`src/rtl/sockit_spi_xip_if.sv`:
```
// Bus bundle for the XIP read sequencer: request/response, command,
// write-data and read-data streams. The master modport is the sequencer.
interface sockit_spi_xip_if #(
    parameter int unsigned ADW = 24
);
    logic           req_vld;
    logic           req_rdy;
    logic [ADW-1:0] req_adr;
    logic           rsp_vld;
    logic           rsp_rdy;
    logic [31:0]    rsp_dat;
    logic           scw_vld;
    logic           scw_rdy;
    logic           scw_sso;
    logic           scw_cke;
    logic           scw_doe;
    logic           scw_die;
    logic [1:0]     scw_iom;
    logic [13:0]    scw_cnt;
    logic           sdw_vld;
    logic           sdw_rdy;
    logic [31:0]    sdw_dat;
    logic           sdr_vld;
    logic [31:0]    sdr_dat;

    modport master (
        input  req_vld, req_adr, rsp_rdy, scw_rdy, sdw_rdy, sdr_vld, sdr_dat,
        output req_rdy, rsp_vld, rsp_dat, scw_vld, scw_sso, scw_cke, scw_doe,
        output scw_die, scw_iom, scw_cnt, sdw_vld, sdw_dat
    );

    modport slave (
        output req_vld, req_adr, rsp_rdy, scw_rdy, sdw_rdy, sdr_vld, sdr_dat,
        input  req_rdy, rsp_vld, rsp_dat, scw_vld, scw_sso, scw_cke, scw_doe,
        input  scw_die, scw_iom, scw_cnt, sdw_vld, sdw_dat
    );
endinterface

```
`src/rtl/sockit_spi_xip.sv`:
```
// Execute-in-place read sequencer: turns one memory read into the flash read
// sequence (opcode, address, dummy, data, deselect) on the serializer streams.
module sockit_spi_xip #(
    parameter int unsigned ADW = 24,
    parameter logic [7:0]  OPC = 8'h0B,
    parameter int unsigned DMY = 8
) (
    input  logic             spi_clk,
    input  logic             spi_rst,
    input  logic [1:0]       cfg_iom,
    input  logic [13:0]      cfg_ssh,
    sockit_spi_xip_if.master bus
);

    typedef enum logic [2:0] {StIdl, StCmd, StAdr, StDmy, StDat, StWai, StEnd} state_e;

    typedef struct packed {
        logic        sso;
        logic        cke;
        logic        doe;
        logic        die;
        logic [1:0]  iom;
        logic [13:0] cnt;
    } cmd_t;

    function automatic cmd_t ent(logic sso, logic cke, logic doe, logic die,
                                 logic [1:0] iom, logic [13:0] cnt);
        cmd_t c;
        c.sso = sso;
        c.cke = cke;
        c.doe = doe;
        c.die = die;
        c.iom = iom;
        c.cnt = cnt;
        return c;
    endfunction

    // Data phase length scales with lane count so one 32-bit word is read.
    function automatic cmd_t dat_ent(logic [1:0] iom);
        logic [13:0] cnt;
        case (iom)
            2'd3:    cnt = 14'd7;
            2'd2:    cnt = 14'd15;
            default: cnt = 14'd31;
        endcase
        return ent(1'b1, 1'b1, 1'b0, 1'b1, iom, cnt);
    endfunction

    state_e         state_q;
    logic [ADW-1:0] adr_q;
    logic           req_rdy_q;
    logic           rsp_vld_q;
    logic [31:0]    rsp_dat_q;
    logic           scw_vld_q;
    cmd_t           cmd_q;
    logic           sdw_vld_q;
    logic [31:0]    sdw_dat_q;
    logic           xfer;

    assign xfer = scw_vld_q & bus.scw_rdy;

    always_ff @(posedge spi_clk or posedge spi_rst) begin
        if (spi_rst) begin
            state_q   <= StIdl;
            adr_q     <= '0;
            req_rdy_q <= 1'b0;
            rsp_vld_q <= 1'b0;
            rsp_dat_q <= '0;
            scw_vld_q <= 1'b0;
            cmd_q     <= '0;
            sdw_vld_q <= 1'b0;
            sdw_dat_q <= '0;
        end else begin
            if (rsp_vld_q && bus.rsp_rdy) rsp_vld_q <= 1'b0;
            case (state_q)
                StIdl: begin
                    if (bus.req_vld && req_rdy_q) begin
                        adr_q     <= bus.req_adr;
                        req_rdy_q <= 1'b0;
                        state_q   <= StCmd;
                        scw_vld_q <= 1'b1;
                        sdw_vld_q <= 1'b1;
                        cmd_q     <= ent(1'b1, 1'b1, 1'b1, 1'b0, 2'd1, 14'd7);
                        sdw_dat_q <= {OPC, 24'h0};
                    end else begin
                        req_rdy_q <= ~(rsp_vld_q & ~bus.rsp_rdy);
                    end
                end
                StCmd: begin
                    if (xfer) begin
                        state_q   <= StAdr;
                        cmd_q     <= ent(1'b1, 1'b1, 1'b1, 1'b0, 2'd1, 14'(ADW - 1));
                        sdw_dat_q <= 32'(adr_q) << (32 - ADW);
                    end
                end
                StAdr: begin
                    if (xfer) begin
                        sdw_vld_q <= 1'b0;
                        if (DMY != 0) begin
                            state_q <= StDmy;
                            cmd_q   <= ent(1'b1, 1'b1, 1'b0, 1'b0, cfg_iom, 14'(DMY - 1));
                        end else begin
                            state_q <= StDat;
                            cmd_q   <= dat_ent(cfg_iom);
                        end
                    end
                end
                StDmy: begin
                    if (xfer) begin
                        state_q <= StDat;
                        cmd_q   <= dat_ent(cfg_iom);
                    end
                end
                StDat: begin
                    if (xfer) begin
                        state_q   <= StWai;
                        scw_vld_q <= 1'b0;
                    end
                end
                StWai: begin
                    // Capture wins over a same-cycle rsp_rdy: no older response can exist here.
                    if (bus.sdr_vld) begin
                        rsp_dat_q <= bus.sdr_dat;
                        rsp_vld_q <= 1'b1;
                        state_q   <= StEnd;
                        scw_vld_q <= 1'b1;
                        cmd_q     <= ent(1'b0, 1'b0, 1'b0, 1'b0, 2'd1, cfg_ssh);
                    end
                end
                StEnd: begin
                    if (xfer) begin
                        state_q   <= StIdl;
                        scw_vld_q <= 1'b0;
                        req_rdy_q <= ~(rsp_vld_q & ~bus.rsp_rdy);
                    end
                end
                default: state_q <= StIdl;
            endcase
        end
    end

    assign bus.req_rdy = req_rdy_q;
    assign bus.rsp_vld = rsp_vld_q;
    assign bus.rsp_dat = rsp_dat_q;
    assign bus.scw_vld = scw_vld_q;
    assign bus.scw_sso = cmd_q.sso;
    assign bus.scw_cke = cmd_q.cke;
    assign bus.scw_doe = cmd_q.doe;
    assign bus.scw_die = cmd_q.die;
    assign bus.scw_iom = cmd_q.iom;
    assign bus.scw_cnt = cmd_q.cnt;
    assign bus.sdw_vld = sdw_vld_q;
    assign bus.sdw_dat = sdw_dat_q;

endmodule

```
`src/flat_wrapper.sv`:
```
// flat-port wrapper written by rule: the top's interface ports become plain ports
module sockit_spi_xip_flat 
#(
    parameter int unsigned ADW = 24,
    parameter logic [7:0]  OPC = 8'h0B,
    parameter int unsigned DMY = 8
)
  (spi_clk, spi_rst, cfg_iom, cfg_ssh, bus_req_vld, bus_req_adr, bus_rsp_rdy, bus_scw_rdy, bus_sdw_rdy, bus_sdr_vld, bus_sdr_dat, bus_req_rdy, bus_rsp_vld, bus_rsp_dat, bus_scw_vld, bus_scw_sso, bus_scw_cke, bus_scw_doe, bus_scw_die, bus_scw_iom, bus_scw_cnt, bus_sdw_vld, bus_sdw_dat);
  sockit_spi_xip_if #(.ADW(ADW)) bus_i ();
  input  logic spi_clk;
  input  logic spi_rst;
  input  logic [1:0] cfg_iom;
  input  logic [13:0] cfg_ssh;
  input wire logic [$bits(bus_i.req_vld)-1:0] bus_req_vld;
  input wire logic [$bits(bus_i.req_adr)-1:0] bus_req_adr;
  input wire logic [$bits(bus_i.rsp_rdy)-1:0] bus_rsp_rdy;
  input wire logic [$bits(bus_i.scw_rdy)-1:0] bus_scw_rdy;
  input wire logic [$bits(bus_i.sdw_rdy)-1:0] bus_sdw_rdy;
  input wire logic [$bits(bus_i.sdr_vld)-1:0] bus_sdr_vld;
  input wire logic [$bits(bus_i.sdr_dat)-1:0] bus_sdr_dat;
  output wire logic [$bits(bus_i.req_rdy)-1:0] bus_req_rdy;
  output wire logic [$bits(bus_i.rsp_vld)-1:0] bus_rsp_vld;
  output wire logic [$bits(bus_i.rsp_dat)-1:0] bus_rsp_dat;
  output wire logic [$bits(bus_i.scw_vld)-1:0] bus_scw_vld;
  output wire logic [$bits(bus_i.scw_sso)-1:0] bus_scw_sso;
  output wire logic [$bits(bus_i.scw_cke)-1:0] bus_scw_cke;
  output wire logic [$bits(bus_i.scw_doe)-1:0] bus_scw_doe;
  output wire logic [$bits(bus_i.scw_die)-1:0] bus_scw_die;
  output wire logic [$bits(bus_i.scw_iom)-1:0] bus_scw_iom;
  output wire logic [$bits(bus_i.scw_cnt)-1:0] bus_scw_cnt;
  output wire logic [$bits(bus_i.sdw_vld)-1:0] bus_sdw_vld;
  output wire logic [$bits(bus_i.sdw_dat)-1:0] bus_sdw_dat;
  assign bus_i.req_vld = bus_req_vld;
  assign bus_i.req_adr = bus_req_adr;
  assign bus_i.rsp_rdy = bus_rsp_rdy;
  assign bus_i.scw_rdy = bus_scw_rdy;
  assign bus_i.sdw_rdy = bus_sdw_rdy;
  assign bus_i.sdr_vld = bus_sdr_vld;
  assign bus_i.sdr_dat = bus_sdr_dat;
  assign bus_req_rdy = bus_i.req_rdy;
  assign bus_rsp_vld = bus_i.rsp_vld;
  assign bus_rsp_dat = bus_i.rsp_dat;
  assign bus_scw_vld = bus_i.scw_vld;
  assign bus_scw_sso = bus_i.scw_sso;
  assign bus_scw_cke = bus_i.scw_cke;
  assign bus_scw_doe = bus_i.scw_doe;
  assign bus_scw_die = bus_i.scw_die;
  assign bus_scw_iom = bus_i.scw_iom;
  assign bus_scw_cnt = bus_i.scw_cnt;
  assign bus_sdw_vld = bus_i.sdw_vld;
  assign bus_sdw_dat = bus_i.sdw_dat;
  sockit_spi_xip #(.ADW(ADW), .OPC(OPC), .DMY(DMY)) u_core (.spi_clk(spi_clk), .spi_rst(spi_rst), .cfg_iom(cfg_iom), .cfg_ssh(cfg_ssh), .bus(bus_i));
endmodule
```
`config.mk`:
```
export PLATFORM = sky130hd
export DESIGN_NAME = sockit_spi_xip_flat
export DESIGN_NICKNAME = d
export VERILOG_FILES = /design/src/rtl/sockit_spi_xip_if.sv /design/src/rtl/sockit_spi_xip.sv /design/src/flat_wrapper.sv
export SDC_FILE = /design/constraint.sdc
export NUM_CORES = 1
export LEC_CHECK = 0
export BUFFER_PORTS_ARGS = -buffer_cell sky130_fd_sc_hd__buf_2
export CAP_MARGIN = 20
export CELL_PAD_IN_SITES_DETAIL_PLACEMENT = 0
export CELL_PAD_IN_SITES_GLOBAL_PLACEMENT = 1
export CORE_ASPECT_RATIO = 1.25
export CORE_MARGIN = 4
export CORE_UTILIZATION = 38
export DETAILED_ROUTE_END_ITERATION = 6
export HOLD_SLACK_MARGIN = 0.08
export MAX_ROUTING_LAYER = met4
export PLACE_DENSITY_LB_ADDON = 0.15
export SYNTH_ARGS = -nofsm -noshare
export SYNTH_HDL_FRONTEND = slang
export SYNTH_SLANG_ARGS = --single-unit
```
`constraint.sdc`:
```
create_clock -name spi_clk -period 4.4 [get_ports spi_clk]
set_clock_uncertainty 0.1 [all_clocks]
set_input_delay 0.44 -clock spi_clk [delete_from_list [all_inputs] [get_ports spi_clk]]
set_output_delay 0.44 -clock spi_clk [all_outputs]
set_load 0.01 [all_outputs]
```
# Yosys cells after proc, flatten, opt, wreduce, memory -nomap -nowiden
# Cells that the tools add are included.
dict set report op_classes {
  n_mux 29
  eq_ne 16
  reduce_logical 17
  n_bitwise 4
}
# cell count
set op_table {}
lappend op_table {{20-bit two-way mux} 5}
lappend op_table {{20-bit one-hot mux with 5 select lines} 1}
lappend op_table {{32-bit two-way mux} 2}
lappend op_table {{32-bit one-hot mux with 2 select lines} 1}
lappend op_table {{3-bit two-way mux} 7}
lappend op_table {{3-bit one-hot mux with 7 select lines} 1}
lappend op_table {{2-bit by 1-bit inequality test with 1-bit output, second input constant} 7}
lappend op_table {{5-bit one-hot mux with 2 select lines} 1}
lappend op_table {{3-bit equality test, second input constant} 3}
lappend op_table {{1-bit two-way mux} 8}
lappend op_table {{7-bit AND reduction} 1}
lappend op_table {{3-bit by 2-bit equality test with 1-bit output, second input constant} 2}
lappend op_table {{2-bit AND reduction} 3}
lappend op_table {{3-bit AND reduction} 2}
lappend op_table {{6-bit AND reduction} 1}
lappend op_table {{2-bit nonzero test} 3}
lappend op_table {{5-bit nonzero test} 1}
lappend op_table {{2-bit equality test, second input constant} 2}
lappend op_table {{1-bit one-hot mux with 2 select lines} 2}
lappend op_table {{4-bit AND reduction} 1}
lappend op_table {{3-bit by 1-bit equality test with 1-bit output, second input constant} 1}
lappend op_table {{3-bit zero test} 1}
lappend op_table {{1-bit one-hot mux with 3 select lines} 1}
lappend op_table {{3-bit nonzero test} 1}
lappend op_table {{other kinds (5)} 8}
dict set report totals {
  output_inout_bits 88
  word_cells 80
  inputBits 79
  regBits 115
}

# Logic depth before layout (Yosys ltp)
# Gate-level depths: netlist of the first run.
dict set report depth {
  ltp_word 5
  mapped_depth 7
  depth_no_buf 4
}

# Worst setup path before layout of the first run
# OpenSTA, ideal clock, no wires.
dict set report synth_path {
  path_type {reg2reg}
  start {reg u_core.state_q[2]}
  end {reg u_core.adr_q[12]}
  path_buffers 2
  period_less_slack_ps 1766
  arrival_time_ps 1541
  t_required_ps 4175
  stages_incl_launch_ff 6
  setup_time_ps 125
  setup_slack_ps 2634
  path_cell_list {dfrtp_1 -> buf_2 -> nand4bb_1 -> nor2_4 -> buf_2 -> mux2_2}
}
dict set report synth_between {
  elab_chain_len 2
}
# element line
set synth_rtl {}
lappend synth_rtl {{start, declared} sockit_spi_xip.sv:49} ;# state_e state_q;
lappend synth_rtl {{start signal, assigned} sockit_spi_xip.sv:64} ;# state_q <= StIdl;
lappend synth_rtl {{start signal, assigned} sockit_spi_xip.sv:80} ;# state_q <= StCmd;
lappend synth_rtl {{start signal, assigned} sockit_spi_xip.sv:91} ;# state_q <= StAdr;
lappend synth_rtl {{3-bit zero test} sockit_spi_xip.sv:75} ;# case (state_q)
lappend synth_rtl {{2-bit AND reduction (no source line)} -}
lappend synth_rtl {{end signal, assigned} sockit_spi_xip.sv:78} ;# adr_q <= bus.req_adr;
lappend synth_rtl {{end, declared} sockit_spi_xip.sv:50} ;# logic [ADW-1:0] adr_q;
# Every way passes these cells.
# A chain may end at the register's enable or synchronous reset.

# Worst setup path after layout of the first run
dict set report layout_path {
  start {reg u_core.state_q[2]}
  end {reg u_core.sdw_dat_q[18] (netlist: u_core.bus.sdw_dat[18])}
}
dict set report layout_between {
  elab_chain_len 3
  word_cells_on_any_way 7
  cone_classes {3 x eq/ne; 1 x mux; 3 x reduce/logical}
}
# element line
set layout_rtl {}
lappend layout_rtl {{3-bit by 1-bit equality test with 1-bit output / 3-bit zero test (equally long branches)} sockit_spi_xip.sv:75}
lappend layout_rtl {{2-bit by 1-bit inequality test with 1-bit output (no source line) / 2-bit nonzero test (equally long branches)} -}
lappend layout_rtl {{3-bit AND reduction (no source line)} -}
lappend layout_rtl {{end signal, assigned} sockit_spi_xip.sv:84} ;# sdw_dat_q <= {OPC, 24'h0};
lappend layout_rtl {{end signal, assigned} sockit_spi_xip.sv:93} ;# sdw_dat_q <= 32'(adr_q) << (32 - ADW);
lappend layout_rtl {{end, declared} sockit_spi_xip.sv:57} ;# logic [31:0] sdw_dat_q;
# Several ways; a longest one is shown, not always the timed one.

==> summary.txt, run 1 <==
Synthesis
  • Dominant synthesized flop cell: dfrtp_1
  • Ys async rst share: 100.0%
  • Share of the synthesized netlist area taken by xor and xnor gates: 0%
  • FF+latch count, synth: roughly 110
  • Fraction of the mapped netlist area in simple logic gates: around 7.5%
  • Synth Area in Adders: 0%
  • Seq/Total Area, Yosys: 60.02%
  • Synth unique cells: 40
  • Synthesis Warnings: 0
  • Syn Inst Count: 363
  • Post-Syn Area per Cell: approximately 12 sq um
  • Post-synth EDFFs: 0
  • Largest family of logic cells by synthesized area: multiplexers
  • Compound-gate portion of the synthesized area: just over 8%
  • Mapped cell area: 0.004419 sq mm
  • Mux contribution to synthesized area: between 10% and 20%

Status
  • Status: finished clean

Global routing
  • Number of global-route vias before repair: approximately 3.2k
  • Overall routing resource usage: between 10% and 20%
  • Largest net degree at the start of global routing: 73
  • Gr ovfl total: 0
  • First-pass GRT wire length: 16060 microns
  • Initial antenna violation count: 0

Placed design
  • Buffers added on ports: 157
  • Placer congestion estimate: 0.7197
  • DPL Wire Length: about 7000 microns
  • Pre-CTS setup slack: around 1.8 ns

CTS
  • Clock edge transition at the registers on the reported setup and hold paths: ~0.07 ns
  • Clock root cell: clkbuf_16
  • Num CTS Buffers: 9
  • CTS tree: built
  • # resized after CTS: 0
  • CTS max path bufs: 2
  • CTS Sinks: ~110
  • Setup Buffers After CTS: 0
  • Clock Latency Late Sink: between 0.3 and 0.4 ns
  • Cts hold-fix bufs: 0
  • H-tree Lvls: 3

Final layout
  • Fin util: between 50% and 60%
  • Nets: roughly 590
  • Layout fillers: 1075
  • Layout area overhead: 27.35%
  • Antenna diode count: 0
  • Ratio of cells with drive above 1 in the final layout: 40.73%
  • Multi-input logic area: 0.001476 sq mm
  • Most frequent cells in the layout: 157 x buf_2, 106 x dfrtp_1, 41 x inv_1
  • Most common cell after layout, fill and taps aside: buf_2
  • Register area: 0.002653 sq mm

Critical path
  • WS Path Type: flip-flop to flip-flop
  • Worst EP required: ~4.6 ns
  • Startpoint class of the critical path: flip-flop
  • Crit path DAT: approximately 2.6 ns
  • CP endpoint kind: flip-flop
  • Crit path max fanout: just under 50

Routing
  • Post-DRT Antenna Nets: 0
  • DRC Markers: 0
  • Via/cell ratio: roughly 4.8
  • First-iteration detailed-routing DRC count: 62
  • Vias post-DR: ~3.2k
  • Drt first pass iters: 4
  • Routed wire length: roughly 9800 microns
  • WL per Instance: between 10 and 15 microns

STA
  • Final worst slack: 1.974 ns
  • Slew HR: between 30% and 40%
  • Setup-failing EPs final: 0
  • Final Critical Period: approximately 2.4 ns
  • Max Clock Freq: roughly 410 MHz
  • Period utilization: 55.13%
  • Final Slew Violations: 0
  • Unrepaired setup endpoints after global routing: no
  • Worst slew pin tran: about 1.0 ns
  • TNS Setup: 0 ns
  • Final Hold Vio Count: 0

Die
  • Core area: roughly 0.011 sq mm
  • Die width: between 100 and 150 microns
  • Initial core utilization: about two fifths
  • Row cnt: 43
  • I/O Pins: about 170
  • Die area: around 0.013 sq mm
  • Die Y: ~130 microns

Power
  • Peak VDD IR: 0.2846 mV
  • Final Power: between 4 and 5 mW
  • LEAKAGE: about 2.8 nW
  • Pwr Density: 714.8 mW/mm^2

Job
  • Max-cap violations: 0

Min path
  • Worst Hold Class: input port to asynchronous set/reset pin
metrics by stage:
stage / hold slack (ns) / std cells / cell area, sq um
after global routing: 0.2022 / 653 / 5628
after floorplan: 0.3577 / 370 / 4446
final: 0.1801 / 653 / 5628
after detailed placement: 0.3735 / 636 / 5259
after CTS: 0.1789 / 652 / 5613
after global placement: 0.3678 / 636 / 5259
flip-flops by register name, indices dropped and copies added, names as in the netlist:
name	flops
u_core.adr_q	24
u_core.bus.scw_cnt	14
u_core.bus.scw_sso	1
u_core.bus.sdw_dat	24
u_core.bus.sdw_vld	1
u_core.bus.req_rdy	1
u_core.bus.rsp_vld	1
u_core.state_q	3
u_core.bus.scw_die	1
u_core.bus.rsp_dat	32
u_core.bus.scw_iom	2
u_core.bus.scw_doe	1
u_core.bus.scw_vld	1
layer usage:
metal	wire, microns	share of wire (%)	track usage, %	vias up
met3	544	5.6	3.261	11
met1	4063	42	18.68	1556
met5	0	0	-	-
li1	-	-	-	1494
met4	159	1.6	6.338	0
met2	5007	51	25.32	97
cells by family after synthesis:
group                  after synthesis
AO/OA/AOI/OAI                       56
buffers and inverters               70
flip-flops                         106
multiplexers                        67
other                                1
AND/OR/NAND/NOR                     63
synth_stat cells, types with 2 or more instances:
| library cell | number | area, sq um |
|---|---|---|
| buf_6 | 2 | 22.52 |
| a211o_1 | 2 | 17.52 |
| nand2b_1 | 2 | 12.51 |
| dfrtp_1 | 106 | 2653 |
| o22a_1 | 3 | 26.28 |
| buf_4 | 13 | 97.59 |
| a31oi_1 | 3 | 18.77 |
| a21oi_1 | 4 | 20.02 |
| buf_2 | 7 | 35.03 |
| o21ai_0 | 33 | 165.2 |
| mux2i_1 | 12 | 120.1 |
| inv_1 | 42 | 157.7 |
| nor2b_1 | 3 | 18.77 |
| nor2_1 | 5 | 18.77 |
| nand3_1 | 24 | 120.1 |
| nor2_4 | 2 | 22.52 |
| mux2_1 | 28 | 315.3 |
| mux2_2 | 27 | 304.0 |
| nand2_1 | 20 | 75.07 |
| clkbuf_1 | 5 | 18.77 |
where the power goes:
part / leakage, nW / switching, mW / internal, mW
registers: 1.31 / 0.254 / 1.38
logic: 1.29 / 0.791 / 0.671
clock network: 0.169 / 0.342 / 0.588
critical path, stage by stage, from the launching register on:
cell,delay [ns]
dfrtp_1,0.60
nand4bb_1,0.45
o2bb2ai_4,0.90
nand3_1,0.16
o21ai_0,0.11
worst paths after layout:
path                                        from                     end  slack, ns  cells after the start
hold reg to reg            u_core.bus.scw_cnt[3]   u_core.bus.scw_cnt[3]       0.38                      1
max in group asynchronous                spi_rst        u_core.adr_q[22]       3.00                      3
min in group spi_clk                 bus_rsp_rdy      u_core.bus.rsp_vld       0.19                      2
hold / removal                           spi_rst         u_core.adr_q[9]       0.18                      2
setup / recovery               u_core.state_q[2]  u_core.bus.sdw_dat[18]       1.97                      4
setup reg to reg               u_core.state_q[2]  u_core.bus.sdw_dat[18]       1.97                      4
layout make-up:
type | count | area share, %
Inverter | 42 | 2.846
Sequential cell | 106 | 47.13
Multi-Input combinational cell | 194 | 26.23
Timing Repair Buffer | 160 | 14.50
Clock inverter | 4 | 1.734
Clock buffer | 12 | 4.558
Tap cell | 135 | 3.001
(Power assumes the default switching activity.)
==> run 2, diff against run 1 <==
--- a/config.mk
+++ b/config.mk
@@ -11,7 +11,7 @@
 export CELL_PAD_IN_SITES_GLOBAL_PLACEMENT = 1
 export CORE_ASPECT_RATIO = 1.25
 export CORE_MARGIN = 4
-export CORE_UTILIZATION = 38
+export CORE_UTILIZATION = 34
 export DETAILED_ROUTE_END_ITERATION = 6
 export HOLD_SLACK_MARGIN = 0.08
 export MAX_ROUTING_LAYER = met4
==> constraint.sdc (replaced) <==
create_clock -name spi_clk -period 2 [get_ports spi_clk]
set_clock_uncertainty 0.1 [all_clocks]
set_input_delay 0.2 -clock spi_clk [delete_from_list [all_inputs] [get_ports spi_clk]]
set_output_delay 0.2 -clock spi_clk [all_outputs]
set_load 0.01 [all_outputs]
==> summary.txt, run 2 (synthesis results as in run 1) <==
Status
  • Status: finished clean

Global routing
  • Number of global-route vias before repair: 3512 (+9.9%)
  • Largest net degree at the start of global routing: 107 (+47%)
  • Grt met3 use: 3.386% (+0.12 points)
  • Initial antenna violation count: 1 (+1)
  • Met1 Use GR: 17.65% (-1.0 points)
  • First-pass GRT wire length: 17220 microns (+7.2%)
  • Overall routing resource usage: 15.20% (-0.25 points)
  • Gr ovfl total: 0 (unchanged)
  • Top Usage Layer GRT: met2
  • Met2 Resource Use GR: 25.17% (-0.15 points)

Routing
  • First-iteration detailed-routing DRC count: 80 (+29%)
  • Vias post-DR: 3374 (+6.8%)
  • DRC Markers: 0 (unchanged)
  • Post-DRT Antenna Nets: 0 (unchanged)
  • WL per Instance: 13.70 microns (-8.5%)
  • Drt first pass iters: 4 (unchanged)
  • Routed wire length: 10570 microns (+8.1%)
  • Via/cell ratio: 4.376 (-9.5%)

Final layout
  • Register area: 0.002653 sq mm (unchanged)
  • Ratio of cells with drive above 1 in the final layout: 36.88% (-3.9 points)
  • Nets: 676 (+14%)
  • Max FFs per register: 32 (unchanged)
  • Most common cell after layout, fill and taps aside: buf_2
  • Layout area overhead: 46.63%
  • Most frequent cells in the layout: 157 x buf_2, 106 x dfrtp_1, 73 x dlygate4sd3_1
  • Multi-input logic area: 0.001476 sq mm (unchanged)
  • Layout fillers: 1192 (+11%)

STA
  • Setup-failing EPs final: 0 (unchanged)
  • TNS Setup: 0 ns (unchanged)
  • Unrepaired setup endpoints after global routing: no
  • Final Slew Violations: 0 (unchanged)
  • Max Clock Freq: 545.8 MHz (+32%)
  • Final Hold Vio Count: 0 (unchanged)
  • Final Critical Period: 1.832 ns (-0.5937 ns)
  • Slew HR: 63.19% (+31 points)
  • Period utilization: 91.60% (+36 points)
  • Worst slew pin tran: 0.5522 ns (-0.4682 ns)

Die
  • Die width: 110.0 microns (+5.3%)
  • I/O Pins: 167 (unchanged)
  • Row cnt: 46 (+7.0%)
  • Die area: 0.01490 sq mm (+11%)
  • Initial core utilization: 34.74% (-4.6 points)
  • Core area: 0.01272 sq mm (+13%)
  • Die Y: 135.5 microns (+5.4%)

CTS
  • Num CTS Buffers: 9 (unchanged)
  • H-tree Lvls: 3 (unchanged)
  • CTS Sinks: 106 (unchanged)
  • Clock edge transition at the registers on the reported setup and hold paths: 0.07 ns (about the same)
  • Clock root cell: clkbuf_16
  • Setup Buffers After CTS: 0 (unchanged)
  • CTS tree: built
  • CTS max path bufs: 2 (unchanged)
  • Clock Latency Late Sink: 0.34 ns (about the same)

Critical path
  • WS Path Type: flip-flop to flip-flop
  • Worst EP required: 2.12 ns (-2.43 ns)
  • Startpoint class of the critical path: flip-flop
  • Crit path max fanout: 27 (-45%)
  • Crit path DAT: 1.95 ns (-0.62 ns)
  • CP endpoint kind: flip-flop

Min path
  • Worst Hold Class: input port to flip-flop

Power
  • Pwr Density: 1372 mW/mm^2 (+92%)
  • Peak VDD IR: 0.5949 mV (+110%)
  • Final Power: 8.888 mW (+120%)
  • LEAKAGE: 3.107 nW (+12%)

Placed design
  • DPL Wire Length: 7145 microns (+4.3%)
  • Placer congestion estimate: 0.8243 (+15%)
  • Buffers added on ports: 157 (unchanged)

Job
  • Max-cap violations: 0 (unchanged)
==> run 2: changes by cell type in the layout (fill, tap and decap cells not counted) <==
| cell | previous run | this run |
|---|---|---|
| bufinv_16 | 3 | 1 |
| clkinv_4 | 0 | 1 |
| clkbuf_8 | 2 | 1 |
| inv_4 | 1 | 0 |
| buf_12 | 0 | 4 |
| buf_4 | 2 | 10 |
| dlygate4sd3_1 | 0 | 73 |
| diode_2 | 0 | 1 |
| inv_6 | 0 | 1 |
| buf_8 | 1 | 0 |
| clkinvlp_4 | 1 | 3 |
==> run 2: report_power, final <==
| group | leakage (nW) | internal [mW] | switching, mW |
|---|---|---|---|
| Combinational | 1.66 | 1.72 | 1.89 |
| Sequential | 1.31 | 3.03 | 0.444 |
| Clock | 0.142 | 1.01 | 0.785 |
| Total | 3.11 | 5.76 | 3.12 |
==> run 2: per-layer routing <==
metal	up-vias	share of wire, %
li1	1671	-
met1	1609	41
met2	85	51
met3	9	5.7
met4	0	1.5
met5	-	0
==> run 2: per-stage QoR <==
stage               std cells  setup slack (ns)  util, %  area, sq um  hold slack, ns
floorplan                 370            0.2339        -         4449          0.1964
global placement          681            0.1756    42.78         5441          0.2930
detailed placement        681            0.1404    42.78         5441          0.3084
CTS                       770            0.1352    50.92         6477          0.1294
global route              771           0.04100    50.94         6480          0.1582
finish                    771            0.1679    50.94         6480          0.1484
==> run 2: worst paths after layout <==
| check | start | slack (ns) | end | cells past startpoint |
|---|---|---|---|---|
| hold reg to reg | u_core.bus.scw_iom[0] | 0.38 | u_core.bus.scw_iom[0] | 1 |
| min in group asynchronous | spi_rst | 0.50 | u_core.bus.rsp_dat[5] | 4 |
| hold / removal | bus_scw_rdy | 0.15 | u_core.state_q[0] | 4 |
| setup reg to reg | u_core.state_q[1] | 0.17 | u_core.adr_q[6] | 4 |
| setup / recovery | u_core.state_q[1] | 0.17 | u_core.adr_q[6] | 4 |
| max in group asynchronous | spi_rst | 0.90 | u_core.bus.scw_cnt[4] | 4 |
==> run 2: cell type report <==
type                            instances  area share [%]
Clock inverter                          5          0.9654
Clock buffer                           11           3.746
Timing Repair Buffer                  244           25.80
Inverter                               42           2.491
Tap cell                              168           3.244
Antenna cell                            1         0.03862
Multi-Input combinational cell        194           22.78
Sequential cell                       106           40.93
==> run 2: worst max-delay path, stage by stage, from the launching register on <==
cell and delay, ns:
dfrtp_1 0.46, nand4bb_1 0.39, nor2_4 0.19, buf_12 0.20, mux2_2 0.36
==> run 2: timing repair <==
item	in CTS	in global routing
hold endpoints to repair	179	0
resized for setup	0	0
hold buffers	73	0
